<file path="src/rtl/pc_sched.sv">
// pc_sched: fetch-stage PC sequencer. Picks the next PC from sequential +4,
// branch/jump, exception entry or ERET return. Holds the PC on stall or
// instruction-memory wait, and remembers one redirect seen while held.
module pc_sched #(
  parameter int              PC_W     = 32,
  parameter logic [PC_W-1:0] RESET_PC = 32'h0000_3000,
  parameter logic [PC_W-1:0] EXC_PC   = 32'h0000_4180
) (
  input  logic            clk,
  input  logic            reset,
  input  logic            stall_f,
  input  logic            imem_ready,
  input  logic            br_valid,
  input  logic [PC_W-1:0] br_target,
  input  logic            exc_req,
  input  logic            eret,
  input  logic [PC_W-1:0] epc,
  output logic [PC_W-1:0] pc_f,
  output logic            pend_valid,
  output logic            flush_d,
  output logic            adel_f
);

  typedef enum logic {RUN, PEND} state_t;
  // Encoding order matches priority, so a plain compare ranks requests.
  typedef enum logic [1:0] {SRC_NONE, SRC_BR, SRC_ERET, SRC_EXC} src_t;

  state_t          state, state_n;
  src_t            pend_src, pend_src_n, req_src, eff_src;
  logic [PC_W-1:0] pend_tgt, pend_tgt_n, req_tgt, eff_tgt, pc_n;
  logic            flush_n, hold;

  // Exception/ERET may break a hazard stall but never an imem wait.
  assign hold = !imem_ready | (stall_f & !exc_req & !eret);

  // Reduce this cycle's requests to the single winning one.
  always_comb begin
    req_src = SRC_NONE;
    req_tgt = '0;
    if (exc_req) begin
      req_src = SRC_EXC;
      req_tgt = EXC_PC;
    end else if (eret) begin
      req_src = SRC_ERET;
      req_tgt = epc;
    end else if (br_valid) begin
      req_src = SRC_BR;
      req_tgt = br_target;
    end
  end

  // Next-state / next-PC selection.
  always_comb begin
    state_n    = state;
    pc_n       = pc_f;
    pend_tgt_n = pend_tgt;
    pend_src_n = pend_src;
    flush_n    = 1'b0;
    eff_src    = pend_src;
    eff_tgt    = pend_tgt;
    case (state)
      RUN: begin
        if (!hold) begin
          pc_n    = (req_src != SRC_NONE) ? req_tgt : pc_f + PC_W'(4);
          flush_n = (req_src == SRC_EXC) || (req_src == SRC_ERET);
        end else if (req_src != SRC_NONE) begin
          pend_tgt_n = req_tgt;
          pend_src_n = req_src;
          state_n    = PEND;
        end
      end
      PEND: begin
        // Equal or higher priority newcomer replaces the queued redirect.
        if (req_src != SRC_NONE && req_src >= pend_src) begin
          eff_src = req_src;
          eff_tgt = req_tgt;
        end
        if (!hold) begin
          pc_n       = eff_tgt;
          flush_n    = (eff_src == SRC_EXC) || (eff_src == SRC_ERET);
          pend_src_n = SRC_NONE;
          state_n    = RUN;
        end else begin
          pend_tgt_n = eff_tgt;
          pend_src_n = eff_src;
        end
      end
      default: state_n = RUN;
    endcase
  end

  // State, PC, pending slot and flush registers.
  always_ff @(posedge clk or negedge reset) begin
    if (!reset) begin
      state    <= RUN;
      pc_f     <= RESET_PC;
      pend_tgt <= '0;
      pend_src <= SRC_NONE;
      flush_d  <= 1'b0;
    end else begin
      state    <= state_n;
      pc_f     <= pc_n;
      pend_tgt <= pend_tgt_n;
      pend_src <= pend_src_n;
      flush_d  <= flush_n;
    end
  end

  assign pend_valid = (state == PEND);
  assign adel_f     = (pc_f[1:0] != 2'b00);

endmodule

</file>
<file path="config.mk">
export PLATFORM = sky130hd
export DESIGN_NAME = pc_sched
export DESIGN_NICKNAME = d
export VERILOG_FILES = /design/src/rtl/pc_sched.sv
export SDC_FILE = /design/constraint.sdc
export NUM_CORES = 1
export LEC_CHECK = 0
export ABC_AREA = 0
export ABC_CLOCK_PERIOD_IN_PS = 2100
export BUFFER_PORTS_ARGS = -buffer_cell sky130_fd_sc_hd__buf_2
export CAP_MARGIN = 30
export CORE_UTILIZATION = 51
export CTS_BUF_LIST = sky130_fd_sc_hd__clkbuf_4 sky130_fd_sc_hd__clkbuf_8
export DETAILED_ROUTE_END_ITERATION = 10
export PLACE_DENSITY = 0.83
export SETUP_SLACK_MARGIN = 0.1
export SYNTH_ARGS = -nofsm -noshare
export SYNTH_HDL_FRONTEND = slang
export SYNTH_SLANG_ARGS = --single-unit
</file>
<file path="constraint.sdc">
create_clock -name clk -period 2.1 [get_ports clk]
set_clock_uncertainty 0.2 [all_clocks]
set_input_delay 0.315 -clock clk [delete_from_list [all_inputs] [get_ports clk]]
set_output_delay 0.315 -clock clk [all_outputs]
set_load 0.02 [all_outputs]
</file>
* Word level (Yosys, flattened, before mapping) *
Index checks and enable logic that the tools add are counted.

storage, ports and cells
  ROM bits = 0
  bits in registers = 68
  output and inout bits = 35
  bits in latches = 0
  bits of input ports = 71
  logic and storage cells = 59
  memories kept = 0
  memory bits (writable) = 0

cells by class
  reduce and logical (&&, ||, !) cells = 11
  shift operators = 0
  eq/ne operators = 9
  $add $sub $neg = 1
  muxes and demuxes = 28
  multiply operators = 0
  bitwise operators = 4
  order comparisons = 1
  divide/modulo/power cells = 0

operator list
  operator                                                          count
  32-bit 2-to-1 mux                                                 10
  32-bit case mux with 2 select lines                               2
  32-bit by 3-bit adder with 32-bit output (second input constant)  1
  2-bit 2-to-1 mux                                                  7
  2-bit == test (second input constant)                             4
  2-bit != test (second input constant)                             4
  1-bit 2-to-1 mux                                                  6
  1-bit case mux with 2 select lines                                2
  2-bit case mux with 2 select lines                                1
  2-bit AND reduction                                               2
  2-bit nonzero test                                                2
  1-bit zero test                                                   3
  3-bit AND reduction                                               1
  1-bit bitwise AND                                                 2
  2-bit greater-or-equal comparator                                 1
  1-bit logical OR                                                  2
  2-bit by 1-bit != test with 1-bit output (second input constant)  1
  1-bit logical AND                                                 1
  1-bit inverter                                                    1
  1-bit bitwise OR                                                  1

* Depth between registers and ports, before layout *
Gate-level depths: netlist (run 1).

  depth in word-level cells = 11
  mapped depth = 10
  gate-level depth less buffers = 8

* Worst setup path before layout (run 1) *
No wires, ideal clock.

  kind = input-to-reg
  start = input port exc_req
  end = register pc_f[8]
  cell stages on the path = 10
  path buffers = 2
  required time = 1779 ps
  setup time = 121 ps
  arrival = 2358 ps
  slack = -579 ps
  cell sequence = buf_2 > nor2_1 > inv_1 > ha_1 > nor2_1 > o31ai_2 > buf_4 > mux2i_1 > o41ai_1 > a22o_1

between the ends
  word-level cells in the longest chain between the ends = 6
  elaborated cells between the ends (all ways) = 17
  classes of those cells = order compare: 1; eq/ne: 2; mux: 7; bitwise: 3; reduce/logical: 4

ends and longest elaborated chain
  what                                                                        line    text
  start, declared                                                             15      input logic exc_req,
  2-bit 2-to-1 mux or 1-bit zero test (tied branches)                         40, 34
  2-bit greater-or-equal comparator (tied with other cells)                   74      if (req_src != SRC_NONE && req_src >= pend_src) begin
  1-bit logical AND or 1-bit bitwise AND (tied branches)                      74, 34
  32-bit 2-to-1 mux or 1-bit bitwise OR (tied branches)                       74, 34
  32-bit 2-to-1 mux or 2-bit != test (tied branches)                          n/a
  32-bit case mux with 2 select lines or 2-bit AND reduction (tied branches)  n/a
  end signal, assigned                                                        102     pc_f <= pc_n;
  end, declared                                                               18      output logic [PC_W-1:0] pc_f,

Several ways; a longest one is shown, not always the timed one. The select of a mux whose other input is x is not followed.
A chain may end at the register's enable or synchronous reset.

* Worst setup path after layout (run 1) *
  start = register pend_src[1]
  end = register pc_f[23]

between the ends
  word-level cells in the longest chain between the ends = 5

ends and longest elaborated chain
  what                                 line  text
  start, declared                      29    src_t pend_src, pend_src_n, req_src, eff_src;
  start signal, assigned               104   pend_src <= pend_src_n;
  2-bit greater-or-equal comparator    74
  1-bit logical AND                    74
  32-bit 2-to-1 mux                    74
  32-bit 2-to-1 mux                    78    if (!hold) begin
  32-bit case mux with 2 select lines  61    case (state)

No other way between the ends. The select of a mux whose other input is x is not followed.

==> metrics.cfg, run 1 <==
[synthesis]
synth_most_common_cell=dfrtp_1
ys_ff_latch=68
ys.flop_type=dfrtp_1
yosys_warnings=0
synthDistinctLibCells=65
synth-simple-area-share_pct=21.3
synth_compound_area_share_pct=23.3
netlist_instances=494
synth_top_area_share_pct=36.8
synth-async-reset-ratio_pct=100
synth.largest_area_cell=dfrtp_1
ys_seq_area_share_pct=38.0
synth_area_um2=4490
synthMuxAreaShare_pct=12.1
synth_adder_area_share_pct=0.558
synth_top_cells_by_count=66 x dfrtp_1, 47 x nor2_1, 43 x nand2_1, 34 x o21ai_0, 30 x mux2_2
synthXorXnorAreaFrac_pct=0.195
synth_top_family_by_area=compound AO/OA/AOI/OAI gates
synth_nets=567
syn_avg_cell_area_um2=9.08
synth-edff-count=0
yosys-top-cells-area=dfrtp_1 37%, mux2_2 7.5%, nor2_1 3.9%

[die]
fp.dieH_um=95.8
rows=33
die_width_um=95.8
initial_core_util_pct=53.5
boundaryPins=106
dieArea_um2=9170
core_um2=8380

[critical_path]
worstSetupEndpointType=flip-flop
critical_path_class=reg2reg
startpoint_type=flip-flop
path_max_fanout=6
worst_path_largest_cell_delay_ns=0.44
cp.required_ns=2.17
crit_family=simple AND/OR/NAND/NOR gates
crit_chain=inv_2 -> ha_4 -> nor4bb_4 -> buf_4 -> or3_4 -> and2_4 -> buf_6 -> a211oi_4 -> a211oi_2
critical_path_buf_inv_count=3
cp_data_arrival_time_ns=2.40
cp_slowest_cell=dfrtp_1

[worst_hold_path]
hold_path_class=in2reg

[sta]
rsz0062_at_grt=true
period_minus_slack_ns=2.34
setup_viol=64
worst_slew_pin_slew_ns=0.750
fin_crit_sh_pct=111
hold_viol=0
fmax_mhz=428
fin_ws_ns=-0.238
timing.final.max_slew_violations=0
max_slew_margin_pct=49.6

[placed_design]
portBuffers=105
placed_area_um2=5720
dpl.hpwl_mm=10.6
place.gp.congestion=0.926

[power]
switching_share_pct=39.0
pwr-share-seq_pct=36.2
peakVddDrop_v=0.000624
p_sw_mw=1.92
leakage_nw=3.11
pwr-share-comb_pct=41.6
pwr_density_cell_nw_per_um2=739
clkPwrFrac_pct=22.2
p_int_mw=3.01

[run_status]
violations=setup timing
outcome=finished, violations left

[drt]
firstDrtPassIters=6
vias_per_cell=7.42
ant_nets=0
vias=5820
drc=0
drt_iter0_markers=995
post_drt_wl_per_cell_um=26.3
totalWireLength_mm=20.6

[cells_and_area]
drive_gt1_share_pct=48.9
n_fill_cell=465
post-route-util_pct=79.6
multi_input_area_um2=3170
antenna_cells=0
design_area_um2=6670
syn2layout_area_growth_pct=48.7
seqCellArea_um2=1710
fin_nets=747

[global_routing]
antenna_found_initial=0
grt_max_degree=69
grt_usage_pct=38.1
grt_overflow=0
grt_pass1_wl_mm=26.3
grt_pass1_vias=5081

[flow_run]
cap_violations=0

[clock_tree]
cts_buffers=9
cts_tree=built
ctsLongestPathBuffers=2
clk_pin_slew_worst_paths_ns=0.09
clockRootBuffer=clkbuf_8
insertion_delay_ns=0.37
ctsHtreeMaxLevel=3
cts_num_sinks=68

logic make-up (layout without fill, tap and decap cells):
family	Yosys count	count (layout)
compound gates	152	152
xor+xnor	1	1
fa+ha+maj	2	2
buf+inv	44	228
flops	68	68
mux	50	50
simple gates	177	178
cell usage in the layout, fill, tap and decap left out, drive strengths merged, types with 3 or more instances in the layout:
master,instances
a31oi,10
dfrtp,66
a22o,5
and2,6
nand3,9
a211o,5
a221oi,4
nand3b,15
a31o,3
a2111oi,6
o21ai,34
nand2,43
mux2,33
a41oi,3
nand4,11
buf,204
a21o,3
or3,3
a32o,4
inv,6
a211oi,11
nor2,47
mux2i,17
clkbuf,15
a221o,4
a22oi,14
nand2b,3
nor4,9
and3,5
nor3,17
a21oi,30
what timing repair did:
action | 4_1_cts | 5_1_grt
gates resized for setup | 39 | 83
buffers inserted | 13 | 8
pin swaps | 11 | 24
endpoints found under the hold margin | 66 | 0
setup endpoints to repair | 64 | 66
gates cloned | 2 | 1
hold buffers | 1 | 0
routing by layer:
layer | wire, um | vias to the layer above | GRT usage, %
li1 | - | 2232 | -
met1 | 7000 | 2675 | 47.3
met2 | 9040 | 671 | 61.7
met3 | 2620 | 242 | 8.69
met4 | 1980 | 0 | 20.8
met5 | 0 | - | 0
power groups by stage:
stage | combinational (mW) | clock [mW] | sequential, mW
detailed placement | 1.50 | 0 | 1.73
finish | 2.05 | 1.10 | 1.78
global placement | 1.45 | 0 | 1.71
global route | 2.12 | 1.12 | 1.78
floorplan | 0.773 | 0 | 1.84
CTS | 1.66 | 1.05 | 1.71
layout make-up:
cell class,count,share of cell area (%)
clock buffers,14,2.61
clock inverters,2,0.150
inverters,6,0.338
multi-input cells,383,47.5
flip-flops and latches,68,25.6
well taps,105,1.97
repair buffers,206,21.8
registers in the layout, indices dropped and copies added, names as in the netlist:
register	count
flush_d	1
pc_f	32
pend_src	2
pend_tgt	32
pend_valid	1
tightest hold or removal path: cells and delay by family:
family                 cells  cell delay [ns]
buffers and inverters      1             0.08
AOI/OAI and AO/OA          1             0.17
muxes                      1             0.16
path summary, 6_finish.rpt:
check                             start      endpoint  slack [ns]  depth (start not counted)
min in group asynchronous         reset   pend_tgt[6]        0.29                          3
min                             epc[21]  pend_tgt[21]        0.18                          3
min reg2reg                pend_tgt[31]  pend_tgt[31]        0.33                          1
max in group asynchronous         reset      pc_f[12]        1.05                          3
max                         pend_src[1]      pc_f[23]       -0.24                          9
max reg2reg                 pend_src[1]      pc_f[23]       -0.24                          9
per-stage QoR:
step | setup slack [ns] | instances | setup TNS [ns] | power [mW] | hold slack (ns)
after floorplan | -0.143 | 494 | -2.60 | 2.61 | -0.181
after global placement | -0.265 | 743 | -9.60 | 3.16 | 0.162
after detailed placement | -0.451 | 743 | -14.72 | 3.23 | 0.168
after CTS | -0.0915 | 775 | -2.00 | 4.42 | 0.155
after global routing | -0.224 | 784 | -8.68 | 5.02 | 0.198
final | -0.238 | 784 | -6.67 | 4.93 | 0.185
Note: power is estimated with default switching activity, not from simulation.
==> inputs of run 2 (changes only) <==
Settings changed: CELL_PAD_IN_SITES_DETAIL_PLACEMENT set to 1, CELL_PAD_IN_SITES_GLOBAL_PLACEMENT set to 2, CORE_UTILIZATION 51 to 30, PLACE_DENSITY 0.83 to 0.82.
==> metrics.cfg, run 2 (synthesized netlist as in run 1, its figures left out) <==
[run_status]
outcome=finished, violations left
violations=setup timing

[critical_path]
crit_chain=inv_2 -> ha_4 -> buf_12 -> nor2_4 -> o31ai_4 -> buf_4 -> mux2_2 -> a31oi_1 -> o21ai_0
worst_path_largest_cell_delay_ns=0.40
cp_slowest_cell=dfrtp_1
r2r_cells=9
rr_startpoint=pend_src[1]
cp_data_arrival_time_ns=2.24
startpoint_type=flip-flop
critical_path_class=reg2reg
r2r_slack_ns=-0.09
cp.required_ns=2.16
worstSetupEndpointType=flip-flop
critPathCapture=pc_f[22]
startpoint=pend_src[1]
path_max_fanout=3
r2r_end=pc_f[22]

[cells_and_area]
syn2layout_area_growth_pct=48.8
antenna_cells=0
reg_top3=pc_f (32), pend_tgt (32), pend_src (2)
layout_common_cells=105 x buf_2, 82 x buf_4, 63 x dfrtp_1
final_common_cell=buf_2
seqCellArea_um2=1710
drive_gt1_share_pct=47.3
multi_input_area_um2=3000
fin_nets=747
n_fill_cell=1691
layout.cells.non_filler=863

[die]
boundaryPins=106
rows=44
dieArea_um2=15400
core_um2=14500
initial_core_util_pct=30.9
die_width_um=124
fp.dieH_um=124

[drt]
totalWireLength_mm=17.9
post_drt_wl_per_cell_um=20.7
vias=4846
drc=0
ant_nets=0
drt_iter0_markers=264
firstDrtPassIters=4
vias_per_cell=5.62

[flow_run]
cap_violations=0

[global_routing]
antenna_found_initial=0
grt_usage_pct=23.5
grt_pass1_vias=5151
grt_max_degree=69
grt_overflow=0
grt_pass1_wl_mm=28.5

[clock_tree]
clk_pin_slew_worst_paths_ns=0.08
cts_buffers=9
ctsLongestPathBuffers=2
clockRootBuffer=clkbuf_8
insertion_delay_ns=0.37
cts_num_sinks=68
ctsHtreeMaxLevel=3
cts_tree=built

[power]
leakage_nw=3.06
pwr-share-comb_pct=37.2
peakVddDrop_v=0.000305
clkPwrFrac_pct=28.5
switching_share_pct=34.9
p_int_mw=3.27
p_sw_mw=1.75
pwr-share-seq_pct=34.3
pwr_density_cell_nw_per_um2=752

[placed_design]
place.gp.congestion=0.870
portBuffers=105
dpl.hpwl_mm=12.5
placed_cells=833
dpl_worst_slack_ns=-0.295

[sta]
fin_ws_ns=-0.0881
period_minus_slack_ns=2.19
hold_viol=0
fin_crit_sh_pct=104
fmax_mhz=457
rsz0062_at_grt=true
timing.final.max_slew_violations=0
worst_slew_pin_slew_ns=0.518
max_slew_margin_pct=65.5
setup_viol=19

[worst_hold_path]
hold_path_class=in2reg

run 2: per-layer routing:
metal  share of wire [%]  track usage [%]  vias to the layer above
met3                 2.9             2.96                       37
met5                   0                0                        -
met2                  50             40.7                      100
met1                  44             29.5                     2481
li1                    -                -                     2228
met4                 2.6             9.28                        0
run 2: what timing repair did:
item / in CTS / in global routing
buffers inserted: 5 / 6
pin swaps: 18 / 11
hold buffers: 1 / 0
endpoints found under the hold margin: 66 / 0
endpoints found under the setup margin: 63 / 66
cloned: 3 / 0
resized for setup: 41 / 23
run 2: layout make-up:
class	instances	area share, %
Clock inverter	4	1.42
Sequential cell	68	25.6
Multi-Input combinational cell	383	44.9
Inverter	6	0.337
Timing Repair Buffer	206	21.9
Clock buffer	12	2.38
Tap cell	184	3.45
run 2: worst min path at each step:
stage                  startpoint           end  slack (ns)  cells past startpoint
global placement            reset      pc_f[22]        0.17                      2
detailed placement          reset      pc_f[22]        0.18                      2
floorplan                   reset       flush_d       -0.18                      0
CTS                       epc[21]  pend_tgt[21]        0.16                      3
global route              epc[21]  pend_tgt[21]        0.18                      3
finish              br_target[29]  pend_tgt[29]        0.17                      4
run 2: worst max-delay path: cells and delay by family (launching register included):
family / cells / cell delay (ns)
AO/OA/AOI/OAI: 3 / 0.54
adder cells (fa/ha/maj): 1 / 0.16
buffers and inverters: 3 / 0.37
flip-flops: 1 / 0.40
multiplexers: 1 / 0.38
AND/OR/NAND/NOR: 1 / 0.04
run 2: per-stage QoR:
| step | hold WS, ns | area (um^2) | util, % | power, mW | setup TNS, ns |
|---|---|---|---|---|---|
| final | 0.175 | 6680 | 45.9 | 5.02 | -0.770 |
| after floorplan | -0.181 | 4640 | - | 2.61 | -2.60 |
| after global placement | 0.172 | 5970 | 41.1 | 3.27 | -9.07 |
| after CTS | 0.158 | 6530 | 44.9 | 4.92 | -0.622 |
| after global routing | 0.181 | 6680 | 45.9 | 5.24 | -4.76 |
| after detailed placement | 0.176 | 5970 | 41.1 | 3.34 | -11.62 |
run 2: power groups by stage:
stage,registers (mW),clock network (mW),logic (mW)
6_report,1.72,1.43,1.87
2_1_floorplan,1.84,0,0.773
5_1_grt,1.75,1.49,2.00
3_3_place_gp,1.70,0,1.57
3_5_place_dp,1.72,0,1.62
4_1_cts,1.71,1.43,1.78
==> inputs of run 3 (changes only) <==
==> constraint.sdc (replaced) <==
create_clock -name clk -period 2.1 [get_ports clk]
set_clock_uncertainty 0.2 [all_clocks]
set_input_delay 0.315 -clock clk [delete_from_list [all_inputs] [get_ports clk]]
set_output_delay 0.315 -clock clk [all_outputs]
set_load 0.005 [all_outputs]
==> metrics.cfg, run 3 (synthesized netlist as in run 1, its figures left out) <==
[cells_and_area]
syn2layout_area_growth_pct=55.1
antenna_cells=0
design_area_um2=6960
fin_nets=761
layout.cells.non_filler=877
drive_gt1_share_pct=50.1
post-route-util_pct=47.9
n_fill_cell=1678
multi_input_area_um2=3150
final_common_cell=buf_2
seqCellArea_um2=1710
layout_common_cells=105 x buf_2, 81 x buf_4, 65 x dfrtp_1
reg_top3=pc_f (32), pend_tgt (32), pend_src (2)

[global_routing]
antenna_found_initial=0
grt_max_degree=69
grt_usage_pct=25.3
grt_pass1_wl_mm=30.8
grt_overflow=0
grt_pass1_vias=5563

[critical_path]
startpoint=pend_src[1]
r2r_slack_ns=-0.16
r2r_cells=9
critical_path_class=reg2reg
cp.required_ns=2.20
rr_startpoint=pend_src[1]
worstSetupEndpointType=flip-flop
r2r_end=pc_f[12]
path_max_fanout=9
startpoint_type=flip-flop
cp_data_arrival_time_ns=2.36

[worst_hold_path]
hold_depth=3
min_to=pend_tgt[7]
hold_path_class=in2reg
worst_hold_startpoint=br_target[7]

[sta]
fmax_mhz=442
fin_crit_sh_pct=108
fin_setup_tns_ns=-3.15
holdWs_ns=0.0656
fin_ws_ns=-0.163
worst_slew_pin_slew_ns=0.543
timing.final.max_slew_violations=0
setup_viol=46
period_minus_slack_ns=2.26
hold_viol=0
rsz0062_at_grt=true
max_slew_margin_pct=63.8

[placed_design]
dpl.hpwl_mm=13.1
place.gp.congestion=0.890
placed_cells=828
portBuffers=105
placed_area_um2=5880

[clock_tree]
cts_num_sinks=68
insertion_delay_ns=0.37
clockRootBuffer=clkbuf_8
cts_tree=built
cts_buffers=9
clk_pin_slew_worst_paths_ns=0.08
ctsLongestPathBuffers=2
ctsHtreeMaxLevel=3

[drt]
post_drt_wl_per_cell_um=23.6
firstDrtPassIters=5
ant_nets=0
vias=5154
drc=0
vias_per_cell=5.88
totalWireLength_mm=20.7
drt_iter0_markers=370

[power]
pwr_density_cell_nw_per_um2=701
leakage_nw=3.22
peakVddDrop_v=0.000251

[run_status]
outcome=finished, violations left
violations=setup timing

[die]
fp.dieH_um=124
core_um2=14500
dieArea_um2=15400
rows=44
boundaryPins=106
initial_core_util_pct=30.9
die_width_um=124

[flow_run]
cap_violations=0

[run 3: cell count changes in the layout (fill, tap and decap cells not counted), sizes merged]
cell    previous run  this run
buf              205       219
bufinv             3         0
clkbuf            12        15
[run 3: where the power goes]
group | total (mW) | switching, mW | internal [mW]
sequential | 1.73 | 0.207 | 1.52
clock | 1.11 | 0.542 | 0.566
combinational | 2.04 | 0.996 | 1.05
total | 4.88 | 1.74 | 3.13
[run 3: timing repair]
action	CTS	global route
hold buffers	1	0
endpoints found under the hold margin	66	0
setup buffers	24	7
pin swaps	20	14
gates cloned	3	0
endpoints found under the setup margin	62	66
resized for setup	87	41
[run 3: through the flow]
step                      power [mW]  worst slack [ns]
after floorplan                 2.48            -0.143
after global placement          3.11            -0.474
after detailed placement        3.18            -0.524
after CTS                       4.66            -0.110
after global routing            5.07            -0.227
final                           4.88            -0.163
[run 3: worst max-delay path by stage]
| stage | cells past startpoint | endpoint | slack (ns) |
|---|---|---|---|
| 6_report | 9 | pc_f[12] | -0.16 |
| 5_1_grt | 9 | pc_f[19] | -0.23 |
| 3_5_place_dp | 9 | pc_f[22] | -0.52 |
| 2_1_floorplan | 10 | pc_f[16] | -0.14 |
| 4_1_cts | 9 | pc_f[12] | -0.11 |
| 3_3_place_gp | 9 | pc_f[22] | -0.47 |
[run 3: critical path, cell delays in order (launching register included)]
cell	delay, ns
dfrtp_1	0.37
inv_2	0.05
ha_4	0.18
nor4bb_4	0.33
buf_4	0.20
o31ai_4	0.08
buf_12	0.18
and2_4	0.14
a221o_1	0.26
a22o_1	0.19
[run 3: area by class of cell]
type / count / area share (%)
multi-input cells: 383 / 45.3
flip-flops and latches: 68 / 24.5
repair buffers: 220 / 23.8
well taps: 184 / 3.31
clock buffers: 15 / 2.70
inverters: 6 / 0.324
clock inverters: 1 / 0.0720
[run 3: layer usage]
layer  track usage (%)  wire [um]  up-vias
met5                 0          0        -
met4              13.0        739        0
met3              3.91       1050       55
met2              41.4      10300      193
met1              32.3       8640     2646
li1                  -          -     2260
